--- src/rtl/any1_tlb_walker_if.sv ---
// Data-side bus port of the ANY-1 TLB walker: one 64-bit read per page walk.
// Member names are given from the walker's point of view.
interface any1_tlb_walker_if #(
  parameter int unsigned AWID = 32
) ();
  logic            cyc_o;
  logic            stb_o;
  logic [AWID-1:0] adr_o;
  logic            ack_i;
  logic [63:0]     dat_i;

  // Walker side
  modport master (
    output cyc_o, stb_o, adr_o,
    input  ack_i, dat_i
  );

  // Bus arbiter / memory side
  modport slave (
    input  cyc_o, stb_o, adr_o,
    output ack_i, dat_i
  );
endinterface

--- src/rtl/any1_tlb_walker.sv ---
// ANY-1 TLB refill controller for the 4-way, 1024-set TLB.
// On a miss it reads one PTE from a single-level page table and builds a TLB
// entry. It writes the entry into a round-robin way. It also shares the TLB
// write port with software CSR writes.
// Optional feature: define ANY1_TLBW_TIMEOUT_EN to abandon a walk whose bus
// read is not acknowledged within TIMEOUT cycles. The walk then reports a
// page fault.
module any1_tlb_walker #(
  parameter int unsigned AWID    = 32,
  parameter int unsigned TIMEOUT = 255
) (
  input  logic            clk_i,
  input  logic            rst_ni,
  input  logic            miss_i,
  input  logic [AWID-1:0] miss_adr_i,
  input  logic [7:0]      asid_i,
  input  logic [AWID-1:0] ptbr_i,
  input  logic            sw_wr_i,
  input  logic [11:0]     sw_adr_i,
  input  logic [63:0]     sw_dat_i,
  output logic            sw_rdy_o,
  any1_tlb_walker_if.master bus,
  output logic            tlben_o,
  output logic            wrtlb_o,
  output logic [11:0]     tlbadr_o,
  output logic [63:0]     tlbdat_o,
  output logic            busy_o,
  output logic            done_o,
  output logic            fault_o,
  output logic [AWID-1:0] fault_adr_o
);

  typedef enum logic [2:0] {
    IDLE,
    REQ,
    WRITE,
    HOLD,
    FAULT
  } state_t;

  state_t          state_q;
  logic [AWID-1:0] vadr_q;
  logic [7:0]      asid_q;
  logic [1:0]      way_q;
  logic [1:0]      hold_q;
  logic            cyc_q;
  logic            busy_q;
  logic            wrtlb_q;
  logic            done_q;
  logic            fault_q;
  logic [AWID-1:0] fault_adr_q;
  logic [11:0]     tlbadr_q;
  logic [63:0]     tlbdat_q;
`ifdef ANY1_TLBW_TIMEOUT_EN
  logic [7:0]      tmo_q;
`endif

  logic [AWID-1:0] pte_off;
  logic [11:0]     tlbadr_d;
  logic [63:0]     tlbdat_d;
  logic            sw_take;
  logic            unused_pte;

  // PTE address: one 8-byte PTE per 16 KiB page. It follows ptbr_i live.
  assign pte_off = AWID'({vadr_q[AWID-1:14], 3'b000});

  // TLB entry assembled straight from the bus data on the ack cycle
  assign tlbadr_d = {way_q, vadr_q[23:14]};
  assign tlbdat_d = {asid_q, bus.dat_i[62], 1'b0, 1'b0, 1'b0, bus.dat_i[51:48],
                     16'(vadr_q[AWID-1:24]), 32'(bus.dat_i[AWID-15:0])};
  assign unused_pte = ^{bus.dat_i[61:52], bus.dat_i[47:AWID-14]};

  // Software writes pass through combinationally in IDLE.
  // sw_rdy_o and the write strobe then appear in the same cycle as the request.
  assign sw_take  = (state_q == IDLE) && sw_wr_i;
  assign sw_rdy_o = sw_take;
  assign wrtlb_o  = sw_take | wrtlb_q;
  assign tlben_o  = sw_take | wrtlb_q;
  assign tlbadr_o = sw_take ? sw_adr_i : tlbadr_q;
  assign tlbdat_o = sw_take ? sw_dat_i : tlbdat_q;

  assign bus.cyc_o   = cyc_q;
  assign bus.stb_o   = cyc_q;
  assign bus.adr_o   = cyc_q ? (ptbr_i + pte_off) : '0;
  assign busy_o      = busy_q;
  assign done_o      = done_q;
  assign fault_o     = fault_q;
  assign fault_adr_o = fault_adr_q;

  // Walk FSM with registered outputs; reset drops the bus cycle immediately
  always_ff @(posedge clk_i or negedge rst_ni) begin
    if (!rst_ni) begin
      state_q     <= IDLE;
      vadr_q      <= '0;
      asid_q      <= '0;
      way_q       <= '0;
      hold_q      <= '0;
      cyc_q       <= 1'b0;
      busy_q      <= 1'b0;
      wrtlb_q     <= 1'b0;
      done_q      <= 1'b0;
      fault_q     <= 1'b0;
      fault_adr_q <= '0;
      tlbadr_q    <= '0;
      tlbdat_q    <= '0;
`ifdef ANY1_TLBW_TIMEOUT_EN
      tmo_q       <= '0;
`endif
    end else begin
      case (state_q)
        IDLE: begin
          if (hold_q != 2'd0) hold_q <= hold_q - 2'd1;
          if (!sw_wr_i && miss_i && (hold_q == 2'd0)) begin
            vadr_q  <= miss_adr_i;
            asid_q  <= asid_i;
            cyc_q   <= 1'b1;
            busy_q  <= 1'b1;
`ifdef ANY1_TLBW_TIMEOUT_EN
            tmo_q   <= '0;
`endif
            state_q <= REQ;
          end
        end
        REQ: begin
          // ack takes precedence over a timeout that expires in the same cycle
          if (bus.ack_i) begin
            cyc_q <= 1'b0;
            if (bus.dat_i[63]) begin
              wrtlb_q  <= 1'b1;
              done_q   <= 1'b1;
              tlbadr_q <= tlbadr_d;
              tlbdat_q <= tlbdat_d;
              state_q  <= WRITE;
            end else begin
              fault_q     <= 1'b1;
              fault_adr_q <= vadr_q;
              state_q     <= FAULT;
            end
          end
`ifdef ANY1_TLBW_TIMEOUT_EN
          else if (tmo_q == 8'(TIMEOUT - 1)) begin
            cyc_q       <= 1'b0;
            fault_q     <= 1'b1;
            fault_adr_q <= vadr_q;
            state_q     <= FAULT;
          end else begin
            tmo_q <= tmo_q + 8'd1;
          end
`endif
        end
        WRITE: begin
          wrtlb_q <= 1'b0;
          done_q  <= 1'b0;
          busy_q  <= 1'b0;
          way_q   <= way_q + 2'd1;
          state_q <= HOLD;
        end
        FAULT: begin
          fault_q <= 1'b0;
          busy_q  <= 1'b0;
          state_q <= HOLD;
        end
        HOLD: begin
          // Gives the TLB two cycles to withdraw the miss that was just serviced
          hold_q  <= 2'd2;
          state_q <= IDLE;
        end
        default: state_q <= IDLE;
      endcase
    end
  end

endmodule

--- src/flat_wrapper.sv ---
// flat-port wrapper written by rule: the top's interface ports become plain ports
module any1_tlb_walker_flat 
#(
  parameter int unsigned AWID    = 32,
  parameter int unsigned TIMEOUT = 255
)
  (clk_i, rst_ni, miss_i, miss_adr_i, asid_i, ptbr_i, sw_wr_i, sw_adr_i, sw_dat_i, sw_rdy_o, tlben_o, wrtlb_o, tlbadr_o, tlbdat_o, busy_o, done_o, fault_o, fault_adr_o, bus_cyc_o, bus_stb_o, bus_adr_o, bus_ack_i, bus_dat_i);
  any1_tlb_walker_if #(.AWID(AWID)) bus_i ();
  input  logic clk_i;
  input  logic rst_ni;
  input  logic miss_i;
  input  logic [AWID-1:0] miss_adr_i;
  input  logic [7:0] asid_i;
  input  logic [AWID-1:0] ptbr_i;
  input  logic sw_wr_i;
  input  logic [11:0] sw_adr_i;
  input  logic [63:0] sw_dat_i;
  output logic sw_rdy_o;
  output logic tlben_o;
  output logic wrtlb_o;
  output logic [11:0] tlbadr_o;
  output logic [63:0] tlbdat_o;
  output logic busy_o;
  output logic done_o;
  output logic fault_o;
  output logic [AWID-1:0] fault_adr_o;
  output wire logic [$bits(bus_i.cyc_o)-1:0] bus_cyc_o;
  output wire logic [$bits(bus_i.stb_o)-1:0] bus_stb_o;
  output wire logic [$bits(bus_i.adr_o)-1:0] bus_adr_o;
  input wire logic [$bits(bus_i.ack_i)-1:0] bus_ack_i;
  input wire logic [$bits(bus_i.dat_i)-1:0] bus_dat_i;
  assign bus_cyc_o = bus_i.cyc_o;
  assign bus_stb_o = bus_i.stb_o;
  assign bus_adr_o = bus_i.adr_o;
  assign bus_i.ack_i = bus_ack_i;
  assign bus_i.dat_i = bus_dat_i;
  any1_tlb_walker #(.AWID(AWID), .TIMEOUT(TIMEOUT)) u_core (.clk_i(clk_i), .rst_ni(rst_ni), .miss_i(miss_i), .miss_adr_i(miss_adr_i), .asid_i(asid_i), .ptbr_i(ptbr_i), .sw_wr_i(sw_wr_i), .sw_adr_i(sw_adr_i), .sw_dat_i(sw_dat_i), .sw_rdy_o(sw_rdy_o), .bus(bus_i), .tlben_o(tlben_o), .wrtlb_o(wrtlb_o), .tlbadr_o(tlbadr_o), .tlbdat_o(tlbdat_o), .busy_o(busy_o), .done_o(done_o), .fault_o(fault_o), .fault_adr_o(fault_adr_o));
endmodule
--- config.mk ---
export PLATFORM = sky130hd
export DESIGN_NAME = any1_tlb_walker_flat
export DESIGN_NICKNAME = d
export VERILOG_FILES = /design/src/rtl/any1_tlb_walker_if.sv /design/src/rtl/any1_tlb_walker.sv /design/src/flat_wrapper.sv
export SDC_FILE = /design/constraint.sdc
export NUM_CORES = 1
export LEC_CHECK = 0
export ABC_CLOCK_PERIOD_IN_PS = 7000
export CAP_MARGIN = 20
export CORE_ASPECT_RATIO = 0.6
export CORE_MARGIN = 8
export CORE_UTILIZATION = 44
export CTS_CLUSTER_SIZE = 25
export DETAILED_ROUTE_END_ITERATION = 8
export GPL_ROUTABILITY_DRIVEN = 0
export PLACE_DENSITY = 0.87
export REMOVE_ABC_BUFFERS = 1
export SETUP_SLACK_MARGIN = 0.05
export SLEW_MARGIN = 20
export SYNTH_ARGS = -nofsm -noshare
export SYNTH_HDL_FRONTEND = slang
export SYNTH_SLANG_ARGS = --single-unit
--- constraint.sdc ---
create_clock -name clk_i -period 7 [get_ports clk_i]
set_input_delay 1.4 -clock clk_i [delete_from_list [all_inputs] [get_ports clk_i]]
set_output_delay 1.4 -clock clk_i [all_outputs]
set_load 0.05 [all_outputs]
Word-level counts from Yosys, hierarchy flattened
Index checks and enable logic that the tools add are counted.
Word-level totals
  register bits after elaboration: 134
  bits of input ports: 217
  output and inout bits: 148
  logic and storage cells: 67
Cells by class
  add/subtract/negate cells: 3
  equal/unequal tests: 9
  mux-type cells: 19
  bitwise logic cells: 2
  reduce and logical (&&, ||, !) cells: 22
Operator list (number)
  64-bit two-way mux: 1
  32-bit by 21-bit adder with 32-bit output: 1
  32-bit two-way mux: 1
  3-bit AND reduction: 5
  12-bit two-way mux: 1
  2-bit nonzero test: 6
  2-bit != test (second input constant): 5
  3-bit two-way mux: 3
  3-bit one-hot mux with 3 select lines: 1
  1-bit one-hot mux with 2 select lines: 4
  2-bit AND reduction: 4
  3-bit by 2-bit equality test with 1-bit output (second input constant): 2
  1-bit two-way mux: 6
  2-bit one-hot mux with 2 select lines: 1
  3-bit by 1-bit equality test with 1-bit output (second input constant): 1
  3-bit equality test (second input constant): 1
  1-bit logical AND: 3
  3-bit zero test: 1
  2-bit by 1-bit adder with 2-bit output (second input constant): 1
  2-bit zero test: 1
  2-bit two-way mux: 1
  2-bit OR reduction: 1
  2-bit by 1-bit subtractor with 2-bit output (second input constant): 1
  1-bit zero test: 1
  2 further kinds: 2

Longest topological paths before layout
  word-level depth: 5
  depth in mapped cells: 9
  depth with buffers taken out: 9

Least setup slack after synthesis
OpenSTA, ideal clock, no wires.
  kind: input to output
  start: in ptbr_i[3]
  end: out bus_adr_o[27]
  arrival: 3771 ps
  data required time: 5600 ps
  path slack: 1829 ps
  cell stages on the path: 9
  buffers on the path: 0
  cell sequence: ha_1 inv_1 fa_1 nor2b_1 o31ai_1 a31o_2 o21ai_2 a31o_2 mux2i_1
On the way
  cells in the longest elaborated chain, start to end: 2
RTL lines
  from (decl): RTL line flat_wrapper.sv:14  | input logic [AWID-1:0] ptbr_i;
  32-bit by 21-bit adder with 32-bit output: RTL line any1_tlb_walker.sv:84  | assign bus.adr_o = cyc_q ? (ptbr_i + pte_off) : '0;
  32-bit two-way mux: RTL line any1_tlb_walker.sv:84
  to (decl): RTL line flat_wrapper.sv:29  | output wire logic [$bits(bus_i.adr_o)-1:0] bus_adr_o;
No other way between the ends.

Worst setup path in the final report
Ends and elaborated chain as after synthesis.

==> run_results.csv <==
group,metric,value,unit
logic_synthesis,syn-instance-count,602,
logic_synthesis,synth_area,7200,um2
global_route,grt_pass1_wl,35100,um
sta,setup_violations,0,
global_route,grt_util_met3,9.31,%
power,ir_worst_vdd,0.000338,V
routing,ant_nets,0,
logic_synthesis,yosysSeqAreaShare,46.6,%
sta,tightestPinTransition,1.12,ns
power,p_leak,4.82,nW
power,pwr-share-seq,24.2,%
global_route,grt_util_all_layers,21.7,%
setup_path,cp_max_fo,8,
sta,fin_crit_sh,86.6,%
logic_synthesis,netlist-cell-type-count,54,
setup_path,required,5.60,ns
place,io_buffers,324,
logic_synthesis,async_reset_ff_share,100,%
clocking,root_buffer,"clkbuf_16",
setup_path,worst_ep_arrival_time,4.66,ns
clocking,clock_path_buffers,2,
routing,wl_per_cell,20.6,um
clocking,clk_latency,0.41,ns
sta,slew_violations,0,
sta,fin_crit,6.06,ns
logic_synthesis,synth_top_family_by_area,"multiplexers",
clocking,cts_setup_buffers,0,
global_route,top_usage_layer,"met2",
clocking,hold_buffers,0,
power,power.net_switching,2.84,mW
power,powerDensity,530,nW/um2
routing,via_count,5909,
sta,setup_tns,0,ns
power,power,5.93,mW
clocking,cts_buffers,17,
logic_synthesis,synth_xor_area_share,1.95,%
setup_path,worstSetupPathType,"in2out",
cells_and_area,fillCellCount,1232,
logic_synthesis,synth_edf_count,0,
sta,skew,0.0129,ns
floorplanning,num_rows,36,
sta,hold_slack,0.472,ns
floorplanning,fp.dieW,181,um
power,p_comb_share,61.3,%
sta,finalHoldViolCount,0,
global_route,grt.met1_usage,25.8,%
global_route,grt_use_met2,36.9,%
sta,max_freq,165,MHz
cells_and_area,drive_gt1_share,24.8,%
power,clock_power_share,14.5,%
place,hpwl,18100,um
power,p_sw_share,48.0,%
clocking,tritoncts,"done",
routing,routed_wl,23600,um
logic_synthesis,synth_compound_area_share,7.45,%
logic_synthesis,synth-adder-area-share,3.58,%
cells_and_area,fin_nets,1157,
run_status,status,"completed",
floorplanning,pin_count,365,
logic_synthesis,yosysWarnings,0,
sta,rsz0062_at_grt,"no",
clocking,cts.sinks,134,
routing,drt_first_iter_violations,249,
logic_synthesis,synth_simple_gate_area_share,9.35,%
global_route,grt_pass1_vias,6074,
routing,drc,0,
global_route,grt_max_degree,71,
clocking,cts_htree_levels,4,
setup_path,setup.worst_path.end_class,"output pin",
global_route,overflow,0,
floorplanning,initial_core_util,44.7,%
routing,viasPerCell,5.17,
clocking,path_clk_slew,0.06,ns
logic_synthesis,synth.area.mux_share,28.2,%
power,p_int,3.08,mW
routing,dr.pass1.iters,5,
cells_and_area,area_growth,55.2,%
clocking,cts-resized-gates,0,
logic_synthesis,ys_dominant_reg_cell,"dfrtp_1",
floorplanning,die_area,20900,um2
flow_run,maxCapViolations,0,
hold_path,hold_path.class,"reg2reg",
floorplanning,die_height,115,um
setup_path,crit_path_start_kind,"input port",
logic_synthesis,synth_seq_cells,134,
floorplanning,core_area,16100,um2
global_route,antenna_found_initial,2,
logic_synthesis,synth_area_per_cell,12.0,um2
sta,relSlewSlack,25.3,%
-- cell families after synthesis --
logic type,count (synthesis)
multiplexers,181
XOR/XNOR,16
flip-flops,134
adder cells (fa/ha/maj),20
buffers and inverters,44
AO/OA/AOI/OAI,79
AND/OR/NAND/NOR,128
-- per-stage QoR --
stage	util, %	area [um2]	setup slack (ns)	std cells
after floorplan	-	7030	1.83	570
after CTS	69.2	11200	0.952	1141
after global routing	69.3	11200	0.793	1143
final	69.3	11200	0.940	1143
after global placement	65.7	10600	0.984	1109
after detailed placement	65.7	10600	0.964	1109
-- synthesized netlist by cell type (2+ instances only) --
library cell  number  area (um2)
nand2b_1           8        50.1
dfrtp_1          134        3350
mux2_2           173        1950
and3_1            31         194
a21boi_0           2        15.0
nand3_1            3        15.0
nor2_1            27         101
nand2_1           28         105
a32oi_1            2        17.5
o211ai_2           2        25.0
a31oi_1            6        37.5
and3_2             3        22.5
xnor2_1           10        87.6
clkbuf_1          14        52.6
o21a_1             2        15.0
ha_1              19         238
buf_2              9        45.0
nor2b_1            2        12.5
o21ai_0           15        75.1
o211ai_1           3        22.5
a211oi_1           2        15.0
buf_4              8        60.1
or3_1              3        18.8
o21bai_1           3        22.5
a31o_2             3        26.3
xor2_1             6        52.6
nand4_1            4        25.0
a21o_1             3        22.5
inv_1             12        45.0
mux2i_1            8        80.1
nor3_1             6        30.0
a21oi_1           23         115
and2_1             7        43.8
-- registers in the layout, indices dropped and copies added, names as in the netlist, 2 cells and up --
| signal | count |
|---|---|
| u_core.asid_q | 8 |
| u_core.hold_q | 2 |
| u_core.tlbdat_q | 39 |
| u_core.way_q | 2 |
| u_core.fault_adr_o | 32 |
| u_core.state_q | 3 |
| u_core.vadr_q | 32 |
| u_core.tlbadr_q | 12 |
-- metal layers --
metal / routed length [um] / part of all wire (%)
met1: 9770 / 41
met2: 11400 / 48
met3: 2240 / 9.5
met4: 147 / 0.62
met5: 8 / 0.034
-- cell usage in the layout, fill, tap and decap left out, types with 2 or more instances in the layout --
cell type	n
and3_2	3
clkinv_4	4
clkdlybuf4s50_1	323
o21bai_1	3
mux2_2	173
o211ai_1	3
and2_1	6
o21a_1	2
ha_1	19
clkbuf_16	17
a21boi_0	2
nand4_1	4
buf_4	6
xnor2_1	10
o21ai_0	15
nand2_1	27
a21o_1	3
nand3_1	3
o211ai_2	2
or3_1	3
nand2b_1	8
clkinvlp_4	3
a32oi_1	2
nor3_1	6
a21oi_1	23
clkinv_2	3
nor2_1	27
inv_1	12
inv_6	3
and3_1	31
a31oi_1	6
dfrtp_1	134
a211oi_1	2
nor2b_1	2
xor2_1	6
mux2i_1	8
a31o_2	3
-- path summary, 6_finish.rpt --
kind,start,to,slack (ns),depth (start not counted)
max in group asynchronous,rst_ni,u_core.tlbadr_q[9]$_DFFE_PN0P_,4.67,2
worst max register to register,u_core.hold_q[0]$_DFFE_PN0P_,u_core.vadr_q[23]$_DFFE_PN0P_,4.63,6
worst min-delay path,u_core.way_q[1]$_DFFE_PN0N_,u_core.way_q[1]$_DFFE_PN0N_,0.47,1
worst max-delay path,ptbr_i[3],bus_adr_o[27],0.94,11
worst min register to register,u_core.way_q[1]$_DFFE_PN0N_,u_core.way_q[1]$_DFFE_PN0N_,0.47,1
min in group asynchronous,rst_ni,u_core.tlbdat_q[5]$_DFFE_PN0P_,0.99,1
-- power by group through the flow --
stage / Combinational [mW] / Sequential [mW] / Clock [mW]
2_1_floorplan: 2.14 / 1.73 / 0
3_5_place_dp: 3.65 / 1.45 / 0
6_report: 3.63 / 1.43 / 0.860
4_1_cts: 3.67 / 1.43 / 0.878
3_3_place_gp: 3.59 / 1.41 / 0
5_1_grt: 3.83 / 1.48 / 0.909
-- layout make-up --
type / count / area (um2) / area share [%]
Multi-Input combinational cell: 424 / 3640 / 32.6
Sequential cell: 134 / 3350 / 30.0
Timing Repair Buffer: 331 / 3320 / 29.7
Clock buffer: 18 / 429 / 3.84
Tap cell: 209 / 262 / 2.34
Clock inverter: 14 / 129 / 1.15
Inverter: 12 / 45.0 / 0.403
Antenna cell: 1 / 2.50 / 0.0224
-- critical path, stage by stage --
cell and delay (ns):
clkdlybuf4s50_1 0.46, ha_1 0.19, inv_1 0.06, fa_1 0.37, nor2b_1 0.19, o31ai_1 0.14
a31o_2 0.26, o21ai_2 0.34, a31o_2 0.23, mux2i_1 0.18, clkdlybuf4s50_1 0.82
Note: power is estimated with default switching activity, not from simulation.
